===== src/rtl/gpout_uart_tx.sv =====
// gpout_uart_tx: byte queue fed from a core's GPOUT word, drained by an 8N1
// UART transmitter on tx. A registered status/ack word goes back on GPIN so
// firmware can poll occupancy, overflow and strobe acknowledge.
module gpout_uart_tx #(
  parameter int TAM    = 16,
  parameter int CLKDIV = 16,
  parameter int LFIFO  = 2
) (
  input  logic           clk,
  input  logic           rst,
  input  logic [TAM-1:0] GPOUT,
  output logic [TAM-1:0] GPIN,
  output logic           tx
);

  localparam int DEPTH   = 1 << LFIFO;
  localparam int BW      = (CLKDIV > 2) ? $clog2(CLKDIV) : 1;
  localparam int ACK_BIT = 15;
  localparam int CLR_BIT = 14;

  localparam logic [BW-1:0]    BAUD_LAST = BW'(CLKDIV - 1);
  localparam logic [BW-1:0]    BAUD_ONE  = BW'(1'b1);
  localparam logic [BW-1:0]    BAUD_ZERO = {BW{1'b0}};
  localparam logic [LFIFO:0]   CNT_FULL  = (LFIFO + 1)'(DEPTH);
  localparam logic [LFIFO:0]   CNT_ONE   = (LFIFO + 1)'(1'b1);
  localparam logic [LFIFO:0]   CNT_ZERO  = {(LFIFO + 1){1'b0}};
  localparam logic [LFIFO-1:0] PTR_ONE   = LFIFO'(1'b1);
  localparam logic [LFIFO-1:0] PTR_ZERO  = {LFIFO{1'b0}};
  localparam logic [TAM-1:0]   GPIN_RST  = {{(TAM - 3){1'b0}}, 3'b100};

  typedef enum logic [1:0] {
    ST_IDLE  = 2'd0,
    ST_START = 2'd1,
    ST_DATA  = 2'd2,
    ST_STOP  = 2'd3
  } state_t;

  // Registers and their next-state values
  state_t           state_q, state_d;
  logic [BW-1:0]    baud_q, baud_d;
  logic [2:0]       bit_q, bit_d;
  logic [7:0]       shift_q, shift_d;
  logic             tx_q, tx_d;
  logic             strb_q, strb_d;
  logic             ovf_q, ovf_d;
  logic [LFIFO-1:0] wr_ptr_q, wr_ptr_d;
  logic [LFIFO-1:0] rd_ptr_q, rd_ptr_d;
  logic [LFIFO:0]   cnt_q, cnt_d;
  logic [TAM-1:0]   gpin_q, gpin_d;
  logic [7:0]       mem_q [DEPTH];

  // Combinational helpers
  logic fire_s, push_s, clr_s, pop_s, wr_en_s;
  logic empty_s, full_s, bnd_s;
  logic gpout_unused_s;

  // Only bits 15, 14 and 7:0 of GPOUT carry meaning.
  assign gpout_unused_s = ^GPOUT;

  // Command decode: a change of GPOUT[15] against the last accepted level fires one command.
  always_comb begin
    fire_s = GPOUT[ACK_BIT] ^ strb_q;
    if (fire_s) begin
      strb_d = GPOUT[ACK_BIT];
      push_s = ~GPOUT[CLR_BIT];
      clr_s  = GPOUT[CLR_BIT];
    end else begin
      strb_d = strb_q;
      push_s = 1'b0;
      clr_s  = 1'b0;
    end
  end

  // FIFO level flags and bit-period boundary detect from current state.
  always_comb begin
    empty_s = (cnt_q == CNT_ZERO);
    full_s  = (cnt_q == CNT_FULL);
    bnd_s   = (baud_q == BAUD_LAST);
  end

  // Transmit sequencing: start, 8 data bits LSB first, stop; pops the FIFO head on frame start.
  always_comb begin
    state_d = state_q;
    bit_d   = bit_q;
    shift_d = shift_q;
    tx_d    = tx_q;
    pop_s   = 1'b0;
    if (bnd_s) begin
      baud_d = BAUD_ZERO;
    end else begin
      baud_d = baud_q + BAUD_ONE;
    end
    case (state_q)
      ST_IDLE: begin
        baud_d = BAUD_ZERO;
        if (!empty_s) begin
          pop_s   = 1'b1;
          state_d = ST_START;
          shift_d = mem_q[rd_ptr_q];
          bit_d   = 3'd0;
          tx_d    = 1'b0;
        end else begin
          tx_d = 1'b1;
        end
      end
      ST_START: begin
        if (bnd_s) begin
          state_d = ST_DATA;
          tx_d    = shift_q[0];
        end else begin
          tx_d = 1'b0;
        end
      end
      ST_DATA: begin
        if (bnd_s) begin
          if (bit_q == 3'd7) begin
            state_d = ST_STOP;
            tx_d    = 1'b1;
          end else begin
            bit_d   = bit_q + 3'd1;
            shift_d = {1'b0, shift_q[7:1]};
            tx_d    = shift_q[1];
          end
        end else begin
          tx_d = tx_q;
        end
      end
      ST_STOP: begin
        if (bnd_s) begin
          if (!empty_s) begin
            // Next byte waiting: start bit follows the stop bit with no idle gap.
            pop_s   = 1'b1;
            state_d = ST_START;
            shift_d = mem_q[rd_ptr_q];
            bit_d   = 3'd0;
            tx_d    = 1'b0;
          end else begin
            state_d = ST_IDLE;
            tx_d    = 1'b1;
          end
        end else begin
          tx_d = 1'b1;
        end
      end
      default: begin
        state_d = ST_IDLE;
        baud_d  = BAUD_ZERO;
        tx_d    = 1'b1;
      end
    endcase
  end

  // FIFO bookkeeping: a push on a full queue only lands when the same edge pops.
  always_comb begin
    wr_en_s = push_s & (~full_s | pop_s);
    if (clr_s) begin
      ovf_d = 1'b0;
    end else if (push_s & full_s & ~pop_s) begin
      ovf_d = 1'b1;
    end else begin
      ovf_d = ovf_q;
    end
    if (wr_en_s) begin
      wr_ptr_d = wr_ptr_q + PTR_ONE;
    end else begin
      wr_ptr_d = wr_ptr_q;
    end
    if (pop_s) begin
      rd_ptr_d = rd_ptr_q + PTR_ONE;
    end else begin
      rd_ptr_d = rd_ptr_q;
    end
    case ({wr_en_s, pop_s})
      2'b10:   cnt_d = cnt_q + CNT_ONE;
      2'b01:   cnt_d = cnt_q - CNT_ONE;
      default: cnt_d = cnt_q;
    endcase
  end

  // Status word built from next-state values so GPIN reflects an edge's effects right after it.
  always_comb begin
    gpin_d              = {TAM{1'b0}};
    gpin_d[0]           = (state_d != ST_IDLE) | (cnt_d != CNT_ZERO);
    gpin_d[1]           = (cnt_d == CNT_FULL);
    gpin_d[2]           = (cnt_d == CNT_ZERO);
    gpin_d[3]           = ovf_d;
    gpin_d[LFIFO+4:4]   = cnt_d;
    gpin_d[ACK_BIT]     = strb_d;
  end

  // Control and output registers; reset drops the line high and discards the queue.
  always_ff @(posedge clk or negedge rst) begin
    if (!rst) begin
      state_q  <= ST_IDLE;
      baud_q   <= BAUD_ZERO;
      bit_q    <= 3'd0;
      shift_q  <= 8'h00;
      tx_q     <= 1'b1;
      strb_q   <= 1'b0;
      ovf_q    <= 1'b0;
      wr_ptr_q <= PTR_ZERO;
      rd_ptr_q <= PTR_ZERO;
      cnt_q    <= CNT_ZERO;
      gpin_q   <= GPIN_RST;
    end else begin
      state_q  <= state_d;
      baud_q   <= baud_d;
      bit_q    <= bit_d;
      shift_q  <= shift_d;
      tx_q     <= tx_d;
      strb_q   <= strb_d;
      ovf_q    <= ovf_d;
      wr_ptr_q <= wr_ptr_d;
      rd_ptr_q <= rd_ptr_d;
      cnt_q    <= cnt_d;
      gpin_q   <= gpin_d;
    end
  end

  // FIFO storage; a slot is always written before it is read.
  always_ff @(posedge clk or negedge rst) begin
    if (!rst) begin
      for (int i = 0; i < DEPTH; i++) begin
        mem_q[i] <= 8'h00;
      end
    end else if (wr_en_s) begin
      mem_q[wr_ptr_q] <= GPOUT[7:0];
    end
  end

  assign GPIN = gpin_q;
  assign tx   = tx_q;

endmodule


===== config.mk =====
export PLATFORM = sky130hd
export DESIGN_NAME = gpout_uart_tx
export DESIGN_NICKNAME = d
export VERILOG_FILES = /design/src/rtl/gpout_uart_tx.sv
export SDC_FILE = /design/constraint.sdc
export NUM_CORES = 1
export LEC_CHECK = 0
export CELL_PAD_IN_SITES_DETAIL_PLACEMENT = 1
export CELL_PAD_IN_SITES_GLOBAL_PLACEMENT = 2
export CORE_MARGIN = 8
export CORE_UTILIZATION = 46
export DETAILED_ROUTE_END_ITERATION = 8
export DONT_BUFFER_PORTS = 1
export GPL_ROUTABILITY_DRIVEN = 0
export GPL_TIMING_DRIVEN = 0
export PLACE_DENSITY_LB_ADDON = 0.2
export SYNTH_ARGS = -nofsm -noshare
export SYNTH_HDL_FRONTEND = slang
export SYNTH_SLANG_ARGS = --single-unit

===== constraint.sdc =====
create_clock -name clk -period 8 [get_ports clk]
set_input_delay 2 -clock clk [delete_from_list [all_inputs] [get_ports clk]]
set_output_delay 2 -clock clk [all_outputs]
set_load 0.01 [all_outputs]

; ---- After elaboration in Yosys (flattened, before gate mapping)
; Cells that the tools add are included.
[word_totals]
register_bits = 67
latchBits = 0
ramBits = 0
romBits = 0
in_bits = 18
output_inout_bits = 17
word_cells = 95
mem_count = 0
[classes]
add_sub_neg = 6
multipliers = 0
div_mod_pow = 0
order_cmp = 3
n_eq_ne = 12
shift = 0
n_mux = 40
bitwise_logic = 11
n_reduce_logical = 8
[ops]
columns = cell, n
row1 = 2-to-1 mux 8 bit, 7
row2 = bitwise mux 32 bit, 1
row3 = one-hot mux 8 bit (3 select lines), 1
row4 = binary-select mux 8 bit (select 2 bit), 1
row5 = demux 8 bit (select 2 bit), 1
row6 = 2-to-1 mux 1 bit, 13
row7 = 2-to-1 mux 3 bit, 4
row8 = 2-to-1 mux 2 bit, 5
row9 = "equality test 3 bit, second input constant", 3
row10 = one-hot mux 3 bit (3 select lines), 1
row11 = 2-to-1 mux 4 bit, 2
row12 = one-hot mux 2 bit (4 select lines), 1
row13 = "adder 3 x 1 -> 3 bit, second input constant", 2
row14 = "equality test 2 bit, second input constant", 3
row15 = ">= comparator 3 bit, second input constant", 2
row16 = logical NOT 3 bit, 2
row17 = "!= test 2 bit, second input constant", 3
row18 = NOT 2 -> 3 bit, 2
row19 = one-hot mux 3 bit (2 select lines), 1
row20 = nonzero test 3 bit, 2
row21 = "adder 2 x 1 -> 2 bit, second input constant", 2
row22 = "adder 4 x 1 -> 4 bit, second input constant", 1
row23 = "equality test 2 x 1 -> 1 bit, second input constant", 2
row24 = "equality test 4 bit, second input constant", 1
row25 = 12 further kinds, 17

; ---- Logic depth before layout (Yosys ltp)
[depth]
ltp_word = 10
depth_mapped = 10
depth_no_buf = 10

; ---- Worst setup path after synthesis
; OpenSTA, ideal clock, no wires.
[synth_path]
path_type = input to register
from = input port GPOUT[15]
to = register gpin_q[0] (netlist: GPIN[0])
setup_ps = 138
t_arrival_ps = 4565
required_ps = 7862
slack_ps = 3296
stages = 9
path_buffers = 0
path_cell_list = ha_1 > nor2_1 > nor4_2 > inv_1 > fa_1 > or3_1 > or3_1 > a2bb2oi_2 > or4b_1
[synth_via]
elab_chain_cells = 7
word_cells_on_any_way = 8
cone_classes = eq/ne: 2 / mux: 2 / bitwise: 3 / reduce/logical: 1
[synth_rtl]
columns = element, line_no
row1 = from (decl), 11  ; input logic [TAM-1:0] GPOUT,
row2 = bitwise XOR 1 bit *, 62  ; fire_s = GPOUT[ACK_BIT] ^ strb_q;
row3 = 2-to-1 mux 1 bit *, 63  ; if (fire_s) begin
row4 = bitwise AND 1 bit *, 155  ; wr_en_s = push_s & (~full_s | pop_s);
row5 = equality test 2 x 1 -> 1 bit / equality test 2 bit (equally long branches), 173  ; case ({wr_en_s, pop_s})
row6 = one-hot mux 3 bit (2 select lines) *, 173
row7 = nonzero test 3 bit *, 183  ; gpin_d[0] = (state_d != ST_IDLE) | (cnt_d != CNT_ZERO);
row8 = OR 1 bit *, 183
row9 = net gpin_d[0], 49  ; logic [TAM-1:0] gpin_q, gpin_d;
row10 = to (signal assigned), 216  ; gpin_q <= gpin_d;
row11 = to (decl), 49
; Mark *: on every way through the listed nets, which the timed path passes. The rest lies on a longest branch.
; A chain may end at the register's enable or synchronous reset.

; ---- Worst setup path in the final report
; Ends and elaborated chain as after synthesis.

==> metrics.cfg <==
[routing]
route.detailed.wl_per_inst_um=18.1
viasPerCell=5.37
antenna_left=0
drcViolationCount=0
routed_wl_um=6340
drt-pass1-iter-count=3
first_iter_violations=60
vias=1885

[sta]
clock_skew_ns=0.00764
period_share_pct=58.5
fin_setup_tns_ns=0
tightest_slew_ns=0.682
finalMaxSlewViolations=0
rsz0062_at_grt=no
final-hold-violation-count=0
slew_headroom_pct=54.5
period_minus_slack_ns=4.68
finalSetupViolCount=0
fmax_mhz=214

[critical_path]
crit_fanout=5
critPathKind=in2reg
cp.required_ns=8.20
critPathLaunchType=input port
cp-end-kind=flop
cp_data_arrival_time_ns=4.88

[logic_synthesis]
syn_inst=248
synth_area_leaders=dfrtp_1, mux2_2, mux4_2
synth-edff-count=0
syn_area_um2=3110
synth_top_area_share_pct=48.3
yosysSeqAreaShare_pct=49.9
ys_types=48
synth_seq_cells=62
yosys_warnings=0
synth_largest_area_cell=dfrtp_1
synth.most_common_cell=dfrtp_1
synth.avg_cell_area_um2=12.5
ys.flop_type=dfrtp_1
ys_top_cells_by_count=dfrtp_1, mux2_2, nand2_1
synthArstFlopShare_pct=100

[floorplan]
floorplan.initialDensity_pct=46.6
io_pins=35
core_um2=6680
rows=30
die_area_um2=9650
die_x_um=98.2
die_h_um=98.2

[place]
hpwl_um=4320
numPortBuffers=0

[cts]
clockBufferDepth=2
cts_resized=0
clock-root-buffer=clkbuf_8
cts-hold-fix-buffers=0
numCtsBuffers=9
clk_pin_slew_worst_paths_ns=0.07
cts_setup_buffers=0
cts.sinks=62
cts_tree=done
h-tree-depth=3
worstSkewPairLatency_ns=0.33

[job]
max-cap-violations=0

[cells_and_area]
drive_above_1_share_pct=31.0
nets=298
fillers=697
area_growth_pct=12.7
n_antenna_cell=0

[power_and_ir_drop]
power.density_nw_per_um2=415
power.total_mw=1.46
cellLeakagePower_nw=1.54
vdd_drop_max_mv=0.163

[status]
status=completed

[min_path]
hold_path.class=reg2reg

[grt]
overflow=0
grt_antenna_before_repair=0
grt_use_total_pct=14.7
grt_pass1_vias=2117
grt_pass1_wl_um=11100
grt_max_degree=63

[registers in the layout, indices dropped and copies added (netlist names)]
signal	flops
baud_q	4
cnt_q	2
mem_q	32
shift_q	8
tx	1
rd_ptr_q	2
GPIN	6
bit_q	3
state_q	2
wr_ptr_q	2
[per-layer routing]
layer  global-route usage, %  part of all wire (%)  vias up
met4                    8.03                   1.9        0
met1                    18.8                    47      956
met2                    22.5                    49       15
met5                       0                     0        -
li1                        -                     -      905
met3                    3.27                   2.4        9
[layout make-up]
| type | instances | area (um2) | area share, % |
|---|---|---|---|
| sequential | 62 | 1550 | 44.3 |
| multi-input combinational | 164 | 1440 | 40.9 |
| clock inverter | 7 | 146 | 4.17 |
| clock buffer | 9 | 124 | 3.53 |
| buffer | 17 | 104 | 2.96 |
| tap | 80 | 100 | 2.85 |
| inverter | 12 | 45.0 | 1.28 |
[path summary, 6_finish.rpt]
kind                       slack (ns)  cells past startpoint       start         end
max in group asynchronous        6.45                      0         rst          tx
max                              3.32                      9   GPOUT[15]     GPIN[0]
min in group asynchronous        1.35                      0         rst   mem_q[19]
min reg2reg                      0.49                      2  shift_q[4]  shift_q[4]
min                              0.49                      2  shift_q[4]  shift_q[4]
max reg2reg                      4.49                     10  state_q[1]     GPIN[0]
[critical path: stages]
cell       delay (ns)
ha_1             0.34
nor2_1           0.14
nor4_2           0.47
inv_1            0.12
fa_1             0.43
or3_1            0.36
or3_1            0.34
a2bb2oi_2        0.21
or4b_1           0.48
[kinds of logic after synthesis]
group | after synthesis | synth area share [%]
xor+xnor | 5 | 1.41
mux | 50 | 20.7
fa+ha+maj | 14 | 5.87
other cells | 1 | 0.121
buf+inv | 29 | 4.78
flops | 62 | 49.9
compound gates | 36 | 8.12
simple gates | 51 | 9.09
[where the power goes]
group | internal, mW | switching (mW)
logic | 0.274 | 0.252
clock network | 0.240 | 0.131
registers | 0.458 | 0.0998
total | 0.972 | 0.483
[through the flow]
stage / hold slack [ns] / setup WS [ns] / util (%) / instances / cell area, um2
after CTS: 0.494 / 3.32 / 52.5 / 351 / 3510
after detailed placement: 0.477 / 2.97 / 48.5 / 335 / 3240
after global routing: 0.526 / 3.14 / 52.5 / 351 / 3510
final: 0.488 / 3.32 / 52.5 / 351 / 3510
after floorplan: 0.450 / 3.30 / - / 255 / 3140
after global placement: 0.468 / 2.97 / 48.5 / 335 / 3240
[placed cells by master (no fill, tap or decap), types with 5 or more instances in the layout]
master	n
mux2i_1	8
clkbuf_1	5
mux4_2	8
inv_1	12
clkbuf_8	9
buf_4	10
dfrtp_1	60
mux2_2	33
nand2_1	18
conb_1	8
nor2_1	9
ha_1	13
o21ai_0	15
(Power assumes the default switching activity.)
